File: src/rtl/ram_rr_arb.sv
// Two-requester round-robin arbiter in front of a 16x4 synchronous RAM.
// One transaction in flight; grants, read-valid pulses and RAM commands are registered.
module ram_rr_arb #(
    parameter int FIRST = 0
) (
    input  logic       CLK,
    input  logic       RST,
    input  logic       REQ0,
    input  logic       REQ1,
    input  logic       WR0,
    input  logic       WR1,
    input  logic [3:0] A0,
    input  logic [3:0] A1,
    input  logic [3:0] D0,
    input  logic [3:0] D1,
    output logic       GNT0,
    output logic       GNT1,
    output logic       RVLD0,
    output logic       RVLD1,
    output logic [3:0] RDATA,
    output logic       RAM_EN,
    output logic       RAM_WR,
    output logic [3:0] RAM_A,
    output logic [3:0] RAM_D,
    input  logic [3:0] RAM_Q
);

    typedef enum logic [1:0] {
        IDLE   = 2'd0,
        ISSUE  = 2'd1,
        RDWAIT = 2'd2
    } state_t;

    // LAST starts opposite to FIRST so that FIRST wins the first contention.
    localparam logic LAST_RST = (FIRST == 0) ? 1'b1 : 1'b0;

    state_t state_r;
    state_t state_nxt_s;
    logic   last_r;
    logic   id_r;
    logic   win_s;
    logic   accept_s;

    function automatic logic rr_pick(input logic r0, input logic r1, input logic last);
        if (r0 && r1) begin
            rr_pick = ~last;
        end else if (r1) begin
            rr_pick = 1'b1;
        end else begin
            rr_pick = 1'b0;
        end
    endfunction

    // Next-state logic; requests are only looked at in IDLE.
    always_comb begin
        state_nxt_s = state_r;
        accept_s    = 1'b0;
        win_s       = rr_pick(REQ0, REQ1, last_r);
        case (state_r)
            IDLE: begin
                if (REQ0 || REQ1) begin
                    accept_s    = 1'b1;
                    state_nxt_s = ISSUE;
                end else begin
                    state_nxt_s = IDLE;
                end
            end
            ISSUE: begin
                if (RAM_WR) begin
                    state_nxt_s = IDLE;
                end else begin
                    state_nxt_s = RDWAIT;
                end
            end
            RDWAIT:  state_nxt_s = IDLE;
            default: state_nxt_s = IDLE;
        endcase
    end

    // State register.
    always_ff @(posedge CLK or posedge RST) begin
        if (RST) begin
            state_r <= IDLE;
        end else begin
            state_r <= state_nxt_s;
        end
    end

    // Winner's command is latched straight into the RAM address/data/type registers.
    always_ff @(posedge CLK or posedge RST) begin
        if (RST) begin
            last_r <= LAST_RST;
            id_r   <= 1'b0;
            RAM_WR <= 1'b0;
            RAM_A  <= 4'h0;
            RAM_D  <= 4'h0;
        end else if (accept_s) begin
            last_r <= win_s;
            id_r   <= win_s;
            RAM_WR <= win_s ? WR1 : WR0;
            RAM_A  <= win_s ? A1  : A0;
            RAM_D  <= win_s ? D1  : D0;
        end
    end

    // One-cycle pulses and read-data capture; RDATA holds between reads.
    always_ff @(posedge CLK or posedge RST) begin
        if (RST) begin
            GNT0   <= 1'b0;
            GNT1   <= 1'b0;
            RAM_EN <= 1'b0;
            RVLD0  <= 1'b0;
            RVLD1  <= 1'b0;
            RDATA  <= 4'h0;
        end else begin
            GNT0   <= accept_s && !win_s;
            GNT1   <= accept_s && win_s;
            RAM_EN <= accept_s;
            RVLD0  <= (state_r == RDWAIT) && !id_r;
            RVLD1  <= (state_r == RDWAIT) && id_r;
            if (state_r == RDWAIT) begin
                RDATA <= RAM_Q;
            end
        end
    end

endmodule

File: config.mk
export PLATFORM = sky130hd
export DESIGN_NAME = ram_rr_arb
export DESIGN_NICKNAME = d
export VERILOG_FILES = /design/src/rtl/ram_rr_arb.sv
export SDC_FILE = /design/constraint.sdc
export NUM_CORES = 1
export LEC_CHECK = 0
export ABC_AREA = 1
export BUFFER_PORTS_ARGS = -buffer_cell sky130_fd_sc_hd__buf_2
export CAP_MARGIN = 5
export CELL_PAD_IN_SITES_DETAIL_PLACEMENT = 1
export CELL_PAD_IN_SITES_GLOBAL_PLACEMENT = 2
export CORE_ASPECT_RATIO = 2
export CORE_UTILIZATION = 21
export DETAILED_ROUTE_END_ITERATION = 8
export GPL_ROUTABILITY_DRIVEN = 1
export HOLD_SLACK_MARGIN = 0.15
export PLACE_DENSITY = 0.8
export SETUP_SLACK_MARGIN = 0.15
export SLEW_MARGIN = 5
export SYNTH_ARGS = -nofsm -noshare
export SYNTH_HDL_FRONTEND = slang
export SYNTH_SLANG_ARGS = --single-unit
File: constraint.sdc
create_clock -name CLK -period 1.1 [get_ports CLK]
set_input_delay 0.055 -clock CLK [delete_from_list [all_inputs] [get_ports CLK]]
set_output_delay 0.055 -clock CLK [all_outputs]
set_load 0.03 [all_outputs]
==> impl_metrics.env <==
export IMPL_cts_buffers=3
export IMPL_synth_avg_cell_area_um2=8.319
export IMPL_fin_nets=216
export IMPL_setup_viol=1
export IMPL_layout_common_cells="57 x nand2_1, 43 x buf_2, 22 x dlygate4sd3_1, 21 x dfrtp_1, 8 x nand3_2"
export IMPL_grt_pass1_wl_mm=5.188
export IMPL_drc=0
export IMPL_layout_commonest_cell="nand2_1"
export IMPL_cp_end_kind="flip-flop"
export IMPL_fin_area_um2=1643
export IMPL_dp_hpwl_mm=2.156
export IMPL_fin_crit_ps=1106
export IMPL_wire_per_inst_um=12.69
export IMPL_port_buffers=43
export IMPL_grt_pass1_vias=1150
export IMPL_slew_violations=0
export IMPL_core_area_um2=4170
export IMPL_initial_utilization=0.2214
export IMPL_h_tree_depth=1
export IMPL_fin_setup_tns_ps=-6.479
export IMPL_gr_usage_all_layers=0.1459
export IMPL_power_mw=4.187
export IMPL_ctsRootBufferMaster="clkbuf_8"
export IMPL_status="complete, but fails checks"
export IMPL_switchingPower_mw=1.884
export IMPL_synth_cells=111
export IMPL_intPower_mw=2.303
export IMPL_rows=33
export IMPL_ant_nets=0
export IMPL_critical_path_arrival_ps=1260
export IMPL_max_cap_viol_count=0
export IMPL_antennaDiodeCount=0
export IMPL_worst_slew_pin_slew_ps=354.0
export IMPL_hold_class="primary input to flip-flop"
export IMPL_required_ps=1260
export IMPL_gp_congestion=0.7188
export IMPL_fin_skew_ps=6.650
export IMPL_clkPwrFrac=0.138
export IMPL_dieHeight_um=95.78
export IMPL_rsz0062_at_grt="true"
export IMPL_cpMostUsedCell="nand2_1"
export IMPL_p_seq_frac=0.331
export IMPL_dieArea_um2=4682
export IMPL_hold_violations=0
export IMPL_clock_fmax_mhz=903.8
export IMPL_switching_share=0.4500
export IMPL_num_vias=1029
export IMPL_ys_seq_elements=22
export IMPL_clock_sinks=22
export IMPL_area_delta_synth_final_pct=77.91
export IMPL_yosysSeqAreaShare=0.5976
export IMPL_worstPathCellList="nand2_4 > buf_6 > nand3_2 > nand2_1 > nand2_1 > nand2_1"
export IMPL_critical_path_slowest_cell="dfstp_2"
export IMPL_routed_wl_mm=3.058
export IMPL_slowest_delay_ps=560
export IMPL_power_frac_comb=0.531
export IMPL_power_leakage_nw=0.9162
export IMPL_overflow=0
export IMPL_setup_ws_ps=-6.479
export IMPL_synth_cell_types=12
export IMPL_cts_tree="done"
export IMPL_crit_type="flip-flop to flip-flop"
export IMPL_p_per_area_nw_per_um2=2549
export IMPL_via_per_inst=4.270
export IMPL_crit_fanout=7
export IMPL_die_width_um=48.89
export IMPL_cts_buffer_depth=2
export IMPL_clk_insertion_delay_late_ps=270
export IMPL_io_pin_count=44
export IMPL_syn_num_nets=137
export IMPL_drt_first_pass_iters=3
export IMPL_cp_start_kind="flip-flop"
export IMPL_finalCritPeriodShare=1.006
export IMPL_placed_area_um2=1264
export IMPL_slew_headroom=0.7631
export IMPL_grt_max_degree=13
export IMPL_vdd_drop_max_mv=0.9234
export IMPL_drt_iter0_drc=5
export IMPL_clk_pin_slew_worst_paths_ps=80
export IMPL_drive_above_1_share=0.3915
export IMPL_syn_area_um2=923.4
export IMPL_violations="negative setup slack"
export IMPL_synth_warnings=0
export IMPL_antenna_found_initial=0
-- cell type report --
cell class	instances	area, um^2
inverters	6	25.02
repair buffers	76	541.8
flip-flops and latches	22	551.8
repair inverters	1	7.507
clock buffers	4	55.05
multi-input cells	80	396.6
fillers	506	2527
well taps	52	65.06
-- critical path, delay by kind of cell (launching register included) --
kind,cells,cell delay [ps]
buffers and inverters,1,140
flip-flops,1,560
AND/OR/NAND/NOR,5,300
-- Yosys cell counts, drive strengths merged --
cell type	n	area (um^2)
buf	3	25.02
inv	6	22.52
dfstp	1	26.28
a21oi	1	5.000
o21ai	1	8.760
dfrtp	21	525.5
nor3	1	5.000
nand2	60	225.2
nand3	13	65.06
nor2	4	15.01
-- state kept, by name, indices dropped and copies added, names as in the netlist, 2 cells and up --
| name | count |
|---|---|
| RDATA | 4 |
| state_r | 2 |
| RAM_A | 4 |
| RAM_D | 4 |
-- worst paths after layout --
check | startpoint | endpoint | slack [ps] | depth (start not counted)
setup reg to reg | last_r | RAM_D[0] | -6 | 6
max in group asynchronous | RST | last_r | 410 | 4
hold / removal | REQ1 | state_r[0] | 140 | 3
setup / recovery | last_r | RAM_D[0] | -6 | 6
hold reg to reg | id_r | RVLD0 | 470 | 1
min in group asynchronous | RST | RAM_D[0] | 240 | 3
-- power by group through the flow --
stage                     registers, mW  logic, mW  clock network [mW]
final                              1.38       2.22               0.580
after global routing               1.44       2.44               0.616
after CTS                          1.40       2.14               0.595
after detailed placement           1.40       1.95                   0
after global placement             1.37       1.91                   0
after floorplan                    1.96      0.687                   0
-- per-stage QoR --
step,worst slack [ps],instances,hold slack (ps),util
after global placement,-4.673,212,-20.16,0.3030
final,-6.479,241,136.1,0.3939
after CTS,-0.06761,239,118.1,0.3858
after detailed placement,-42.01,212,-9.283,0.3030
after floorplan,101.4,111,43.48,-
after global routing,-69.64,241,159.4,0.3939
-- cells by family (layout without fill, tap and decap cells) --
group,Yosys count,count (layout),synth area share
buf+inv,9,87,0.05148
compound gates,2,2,0.01490
simple gates,78,78,0.3360
flops,22,22,0.5976
-- layer usage --
layer / share of wire / global-route usage / vias to the layer above
met3: 0.036 / 0.02212 / 9
met2: 0.59 / 0.2917 / 36
met5: 0 / 0 / -
met4: 0.029 / 0.08088 / 0
met1: 0.35 / 0.1372 / 486
li1: - / - / 498
-- timing repair --
item                                   CTS  global route
endpoints found under the hold margin   35             0
gates resized for setup                 14             4
buffers inserted                         1             1
hold buffers                            22             0
gates cloned                             0             1
pin swaps                                9             7
setup endpoints to repair               15            15
(Power assumes the default switching activity.)
